--- src/rtl/bnn_fc_engine_if.sv ---
// Stream bundle for the binary FC engine: weight/activation sinks, result source, frame control.
// The engine attaches through the slave modport; the frame driver uses master.
interface bnn_fc_engine_if #(
  parameter int PAR   = 8,
  parameter int ACC_W = 32,
  parameter int CNT_W = 4
);
  logic             start;
  logic             reuse_w;
  logic             weight_tvalid;
  logic [PAR-1:0]   weight_tdata;
  logic             weight_tready;
  logic             act_tvalid;
  logic [PAR-1:0]   act_tdata;
  logic             act_tready;
  logic             result_tvalid;
  logic [ACC_W-1:0] result_tdata;
  logic             result_tready;
  logic             result_tlast;
  logic             done;
  logic [CNT_W-1:0] out_cnt;

  modport master (
    output start, reuse_w, weight_tvalid, weight_tdata, act_tvalid, act_tdata, result_tready,
    input  weight_tready, act_tready, result_tvalid, result_tdata, result_tlast, done, out_cnt
  );

  modport slave (
    input  start, reuse_w, weight_tvalid, weight_tdata, act_tvalid, act_tdata, result_tready,
    output weight_tready, act_tready, result_tvalid, result_tdata, result_tlast, done, out_cnt
  );
endinterface

--- src/rtl/bnn_fc_engine.sv ---
// Binary fully-connected layer: loads 1-bit weights and one activation vector in PAR-bit beats,
// then streams one signed XNOR-popcount dot product (or its sign) per output channel.
module bnn_fc_engine #(
  parameter int IN_LEN  = 64,
  parameter int OUT_CH  = 10,
  parameter int PAR     = 8,
  parameter int ACC_W   = 32,
  parameter int BIN_OUT = 0
) (
  input  logic             clk,
  input  logic             rstn,
  bnn_fc_engine_if.slave   bus
);
  localparam int BPC   = IN_LEN / PAR;
  localparam int BEAT_W = (BPC > 1) ? $clog2(BPC) : 1;
  localparam int CNT_W = (OUT_CH > 1) ? $clog2(OUT_CH) : 1;
  localparam int POP_W = $clog2(IN_LEN + 1);

  localparam logic [2:0] S_IDLE   = 3'd0;
  localparam logic [2:0] S_LOAD_W = 3'd1;
  localparam logic [2:0] S_LOAD_A = 3'd2;
  localparam logic [2:0] S_CALC   = 3'd3;
  localparam logic [2:0] S_EMIT   = 3'd4;
  localparam logic [2:0] S_DONE   = 3'd5;

  logic [2:0]        r_state;
  logic              r_w_valid;
  logic [BEAT_W-1:0] r_beat;
  logic [CNT_W-1:0]  r_wch;
  logic [CNT_W-1:0]  r_ch;
  logic [ACC_W-1:0]  r_result;
  logic [IN_LEN-1:0] r_wmem [OUT_CH];
  logic [IN_LEN-1:0] r_act;

  logic              w_w_hs;
  logic              w_a_hs;
  logic              w_beat_last;
  logic              w_wch_last;
  logic              w_ch_last;
  logic [IN_LEN-1:0] w_mis;
  logic [POP_W-1:0]  w_pop;
  logic signed [ACC_W-1:0] w_dot;
  logic [ACC_W-1:0]  w_res;

  assign w_w_hs      = (r_state == S_LOAD_W) && bus.weight_tvalid;
  assign w_a_hs      = (r_state == S_LOAD_A) && bus.act_tvalid;
  assign w_beat_last = (r_beat == BEAT_W'(BPC - 1));
  assign w_wch_last  = (r_wch == CNT_W'(OUT_CH - 1));
  assign w_ch_last   = (r_ch == CNT_W'(OUT_CH - 1));

  // A mismatching bit contributes -1, a matching bit +1: dot = IN_LEN - 2*mismatches.
  assign w_mis = r_act ^ r_wmem[r_ch];

  always_comb begin
    w_pop = '0;
    for (int i = 0; i < IN_LEN; i++) begin
      w_pop = w_pop + POP_W'(w_mis[i]);
    end
  end

  assign w_dot = ACC_W'(IN_LEN) - (ACC_W'(w_pop) << 1);

  generate
    if (BIN_OUT != 0) begin : g_bin
      assign w_res = w_dot[ACC_W-1] ? {ACC_W{1'b1}} : ACC_W'(1);
    end else begin : g_raw
      assign w_res = w_dot;
    end
  endgenerate

  always_ff @(posedge clk or negedge rstn) begin
    if (!rstn) begin
      r_state   <= S_IDLE;
      r_w_valid <= 1'b0;
      r_beat    <= '0;
      r_wch     <= '0;
      r_ch      <= '0;
      r_result  <= '0;
    end else begin
      case (r_state)
        S_IDLE: begin
          r_ch <= '0;
          if (bus.start) begin
            r_beat <= '0;
            r_wch  <= '0;
            if (bus.reuse_w && r_w_valid) begin
              r_state <= S_LOAD_A;
            end else begin
              // Invalidate first so an interrupted load can never be reused.
              r_w_valid <= 1'b0;
              r_state   <= S_LOAD_W;
            end
          end
        end
        S_LOAD_W: begin
          if (bus.weight_tvalid) begin
            if (w_beat_last) begin
              r_beat <= '0;
              if (w_wch_last) begin
                r_w_valid <= 1'b1;
                r_state   <= S_LOAD_A;
              end else begin
                r_wch <= r_wch + 1'b1;
              end
            end else begin
              r_beat <= r_beat + 1'b1;
            end
          end
        end
        S_LOAD_A: begin
          if (bus.act_tvalid) begin
            if (w_beat_last) begin
              r_beat  <= '0;
              r_ch    <= '0;
              r_state <= S_CALC;
            end else begin
              r_beat <= r_beat + 1'b1;
            end
          end
        end
        S_CALC: begin
          r_result <= w_res;
          r_state  <= S_EMIT;
        end
        S_EMIT: begin
          if (bus.result_tready) begin
            if (w_ch_last) begin
              r_state <= S_DONE;
            end else begin
              r_ch    <= r_ch + 1'b1;
              r_state <= S_CALC;
            end
          end
        end
        S_DONE: begin
          r_ch    <= '0;
          r_state <= S_IDLE;
        end
        default: r_state <= S_IDLE;
      endcase
    end
  end

  // Data stores carry no reset; they are only read after a completed load.
  always_ff @(posedge clk) begin
    if (w_w_hs) begin
      r_wmem[r_wch][32'(r_beat) * PAR +: PAR] <= bus.weight_tdata;
    end
    if (w_a_hs) begin
      r_act[32'(r_beat) * PAR +: PAR] <= bus.act_tdata;
    end
  end

  assign bus.weight_tready = (r_state == S_LOAD_W);
  assign bus.act_tready    = (r_state == S_LOAD_A);
  assign bus.result_tvalid = (r_state == S_EMIT);
  assign bus.result_tdata  = r_result;
  assign bus.result_tlast  = (r_state == S_EMIT) && w_ch_last;
  assign bus.done          = (r_state == S_DONE);
  assign bus.out_cnt       = r_ch;
endmodule
--- src/flat_wrapper.sv ---
// flat-port wrapper written by rule: the top's interface ports become plain ports
module bnn_fc_engine_flat 
#(
  parameter int IN_LEN  = 64,
  parameter int OUT_CH  = 10,
  parameter int PAR     = 8,
  parameter int ACC_W   = 32,
  parameter int BIN_OUT = 0
)
  (clk, rstn, bus_start, bus_reuse_w, bus_weight_tvalid, bus_weight_tdata, bus_act_tvalid, bus_act_tdata, bus_result_tready, bus_weight_tready, bus_act_tready, bus_result_tvalid, bus_result_tdata, bus_result_tlast, bus_done, bus_out_cnt);
  bnn_fc_engine_if #(.PAR(PAR), .ACC_W(ACC_W)) bus_i ();
  input  logic clk;
  input  logic rstn;
  input wire logic [$bits(bus_i.start)-1:0] bus_start;
  input wire logic [$bits(bus_i.reuse_w)-1:0] bus_reuse_w;
  input wire logic [$bits(bus_i.weight_tvalid)-1:0] bus_weight_tvalid;
  input wire logic [$bits(bus_i.weight_tdata)-1:0] bus_weight_tdata;
  input wire logic [$bits(bus_i.act_tvalid)-1:0] bus_act_tvalid;
  input wire logic [$bits(bus_i.act_tdata)-1:0] bus_act_tdata;
  input wire logic [$bits(bus_i.result_tready)-1:0] bus_result_tready;
  output wire logic [$bits(bus_i.weight_tready)-1:0] bus_weight_tready;
  output wire logic [$bits(bus_i.act_tready)-1:0] bus_act_tready;
  output wire logic [$bits(bus_i.result_tvalid)-1:0] bus_result_tvalid;
  output wire logic [$bits(bus_i.result_tdata)-1:0] bus_result_tdata;
  output wire logic [$bits(bus_i.result_tlast)-1:0] bus_result_tlast;
  output wire logic [$bits(bus_i.done)-1:0] bus_done;
  output wire logic [$bits(bus_i.out_cnt)-1:0] bus_out_cnt;
  assign bus_i.start = bus_start;
  assign bus_i.reuse_w = bus_reuse_w;
  assign bus_i.weight_tvalid = bus_weight_tvalid;
  assign bus_i.weight_tdata = bus_weight_tdata;
  assign bus_i.act_tvalid = bus_act_tvalid;
  assign bus_i.act_tdata = bus_act_tdata;
  assign bus_i.result_tready = bus_result_tready;
  assign bus_weight_tready = bus_i.weight_tready;
  assign bus_act_tready = bus_i.act_tready;
  assign bus_result_tvalid = bus_i.result_tvalid;
  assign bus_result_tdata = bus_i.result_tdata;
  assign bus_result_tlast = bus_i.result_tlast;
  assign bus_done = bus_i.done;
  assign bus_out_cnt = bus_i.out_cnt;
  bnn_fc_engine #(.IN_LEN(IN_LEN), .OUT_CH(OUT_CH), .PAR(PAR), .ACC_W(ACC_W), .BIN_OUT(BIN_OUT)) u_core (.clk(clk), .rstn(rstn), .bus(bus_i));
endmodule
--- config.mk ---
export PLATFORM = sky130hd
export DESIGN_NAME = bnn_fc_engine_flat
export DESIGN_NICKNAME = d
export VERILOG_FILES = /design/src/rtl/bnn_fc_engine_if.sv /design/src/rtl/bnn_fc_engine.sv /design/src/flat_wrapper.sv
export SDC_FILE = /design/constraint.sdc
export NUM_CORES = 1
export LEC_CHECK = 0
export ABC_AREA = 1
export ABC_CLOCK_PERIOD_IN_PS = 20800
export CORE_MARGIN = 5
export CORE_UTILIZATION = 55
export DETAILED_ROUTE_END_ITERATION = 6
export PLACE_DENSITY = 0.72
export SLEW_MARGIN = 25
export SYNTH_ARGS = -nofsm -noshare
export SYNTH_HDL_FRONTEND = slang
export SYNTH_SLANG_ARGS = --single-unit
--- constraint.sdc ---
create_clock -name clk -period 20.8 [get_ports clk]
set_clock_uncertainty 0.1 [all_clocks]
set_input_delay 4.16 -clock clk [delete_from_list [all_inputs] [get_ports clk]]
set_output_delay 4.16 -clock clk [all_outputs]
set_load 0.01 [all_outputs]
==> flow_summary.ini <==
[global_route]
grt_max_degree = 216
track_usage_pct = 24.7
overflow = 0
grt_pass1_wl_mm = 121
grt_pass1_vias = 20500
grt_antenna_before_repair = 0

[clocking]
clkTransAtPathRegs_ns = 0.06
cts_inserted_buffers = 73
tritoncts = built
cts_max_path_buffers = 3
insertion_delay_ns = 0.61
clock-sinks = 727
htree_levels = 3
cts_root_buf = clkbuf_16
cts.repair.resized = 0
cts_setup_buffers = 0
hold_buffers = 0

[sta]
fmax_mhz = 98.5
period_needed_ns = 10.15
rsz0062_at_grt = no
min_period_over_period_pct = 48.8
tightestPinTransition_ns = 1.27
tns_ns = 0
setup-violations-final = 0
slew_headroom_pct = 15.5
slew_viol_final = 0
hold_violations = 0

[cells_and_area]
multi_input_area_sq_um = 9050
nets = 2902
layout-drive-gt1-share_pct = 4.80
final-seq-area_sq_um = 21700
antennaDiodeCount = 0
syn_to_final_growth_pct = 9.40
fillers = 4491

[placement]
port_buffers = 62
place_hpwl_mm = 49.9
place_congestion = 0.917

[drt]
drt_wl_total_mm = 79.8
via_per_inst = 5.93
vias = 21500
dr.pass1.iters = 6
drt_iter0_markers = 2836
ant_nets = 0
wl_per_cell_microns = 22.0
drc_errors = 0

[critical_path]
path_buf_inv = 7
ff2ff_path_depth = 31
path_max_fanout = 141
timing.reg2reg.setup_slack_ns = 10.65
crit_path_start = u_core.bus.out_cnt[0]
path_common_cell = fa_1
reg2reg_to = u_core.bus.result_tdata[7]
slowest_delay_ns = 0.75
crit_family = adder cells
arrival_ns = 10.55
worst-path-stages = 31
path_class = reg -> reg
end_kind = flop
start_kind = flop
crit_path_top_delay_cell = buf_4
required_ns = 21.20
crit_end = u_core.bus.result_tdata[7]
timing.rr.start = u_core.bus.out_cnt[0]

[floorplanning]
rows = 89
fp.dieH_microns = 253
start_util_pct = 55.2
die_area_sq_um = 63800
die_w_microns = 253
core_sq_um = 58700
io_pins = 64

[status]
status = completed

[yosys]
synth_area_sq_um = 32400
ys_ff_latch = 727
yosysWarnings = 0
syn_inst = 2814
yosysUniqueCellTypes = 39
seq_area_frac_synth_pct = 67.1
syn_nets = 2918
avgSynthCellArea_sq_um = 11.5

[hold_path]
worstHoldPathType = reg -> reg

[job]
maxCapViolations = 0
-- Yosys cell counts (all sizes together) --
| library cell | instances | area share [%] |
|---|---|---|
| nor3 | 9 | 0.17 |
| a21oi | 51 | 0.79 |
| nand3 | 134 | 2.1 |
| nor2 | 657 | 7.7 |
| o31ai | 3 | 0.070 |
| edfxtp | 704 | 65 |
| xor2 | 3 | 0.081 |
| a211oi | 2 | 0.062 |
| nand2 | 278 | 3.2 |
| nand3b | 33 | 0.77 |
| or2 | 2 | 0.039 |
| clkbuf | 79 | 0.92 |
| nand4 | 8 | 0.23 |
| ha | 27 | 1.0 |
| clkinv | 3 | 0.035 |
| o21ai | 337 | 5.2 |
| inv | 188 | 2.2 |
| o211ai | 129 | 3.0 |
| xnor2 | 2 | 0.054 |
| a32o | 1 | 0.031 |
| a31oi | 1 | 0.019 |
| dfrtp | 23 | 1.8 |
| conb | 1 | 0.012 |
| fa | 54 | 3.3 |
| buf | 85 | 1.9 |
-- final cells by class --
cell class | instances | area share (%)
clock buffer | 90 | 5.58
clock inverter | 44 | 0.742
inverter | 191 | 2.05
multi-input combinational | 1732 | 25.5
sequential | 727 | 61.3
tap | 773 | 2.73
timing repair buffer | 73 | 2.01
-- registers in the layout, indices dropped and copies added, names as in the netlist --
register,cells
u_core.bus.out_cnt,4
u_core.r_state,3
u_core.r_act,64
u_core.r_beat,3
u_core.r_wch,4
u_core.bus.result_tdata,8
u_core.r_w_valid,1
u_core.r_wmem,640
-- metal layers --
metal	vias up	part of all wire (%)	GRT usage (%)	routed length, microns
met2	1083	48	40.1	38700
met5	-	0	0	0
li1	9767	-	-	-
met1	10500	39	34.5	31100
met3	161	9.7	4.47	7710
met4	0	3.0	7.85	2400
-- through the flow --
stage	std cells	util (%)	hold WS [ns]	instance area (sq um)	worst slack, ns
6_report	3630	60.3	0.398	35400	10.65
5_1_grt	3630	60.3	0.429	35400	10.03
4_1_cts	3630	60.3	0.397	35400	10.76
3_5_place_dp	3496	56.5	0.379	33200	10.78
3_3_place_gp	3496	56.5	0.376	33200	10.84
2_1_floorplan	2814	-	0.353	32400	12.96
-- placed cells by master, fill, tap and decap left out, drive strengths merged, types with 3 or more instances in the layout --
| cell type | count |
|---|---|
| inv | 190 |
| o211ai | 129 |
| ha | 27 |
| clkbuf | 90 |
| clkinvlp | 3 |
| xor2 | 3 |
| fa | 54 |
| o21ai | 337 |
| edfxtp | 704 |
| o31ai | 3 |
| nor2 | 657 |
| nor3 | 9 |
| nand3b | 33 |
| nand2 | 278 |
| nand4 | 8 |
| dfrtp | 23 |
| clkdlybuf4s50 | 61 |
| buf | 12 |
| a21oi | 51 |
| nand3 | 134 |
| clkinv | 40 |
-- cells by family after synthesis --
group	share of synthesized area, %
xor gates and xnor gates	0.135
AOI/OAI and AO/OA	9.17
DFF	67.1
other	0.0116
and+or+nand+nor	14.2
adders and majority gates	4.38
buffers and inverters	5.02
-- worst reg2reg max path, delay by kind of cell (launching register included) --
kind                     cells  cell delay [ns]
AND/OR/NAND/NOR             11             1.17
buffers and inverters        7             2.55
adder cells (fa/ha/maj)     11             5.29
AO/OA/AOI/OAI                2             0.23
flip-flops                   1             0.72
-- worst min path at each step --
stage          cells past startpoint                       start                         end
2_1_floorplan                      2            u_core.r_w_valid            u_core.r_w_valid
3_3_place_gp                       2  u_core.bus.result_tdata[6]  u_core.bus.result_tdata[6]
3_5_place_dp                       2  u_core.bus.result_tdata[6]  u_core.bus.result_tdata[6]
4_1_cts                            2  u_core.bus.result_tdata[6]  u_core.bus.result_tdata[6]
5_1_grt                            2  u_core.bus.result_tdata[7]  u_core.bus.result_tdata[7]
6_report                           2  u_core.bus.result_tdata[6]  u_core.bus.result_tdata[6]
Power is not shown: default switching activity piles up to over one toggle a cycle in this logic, so the estimate is an artifact.
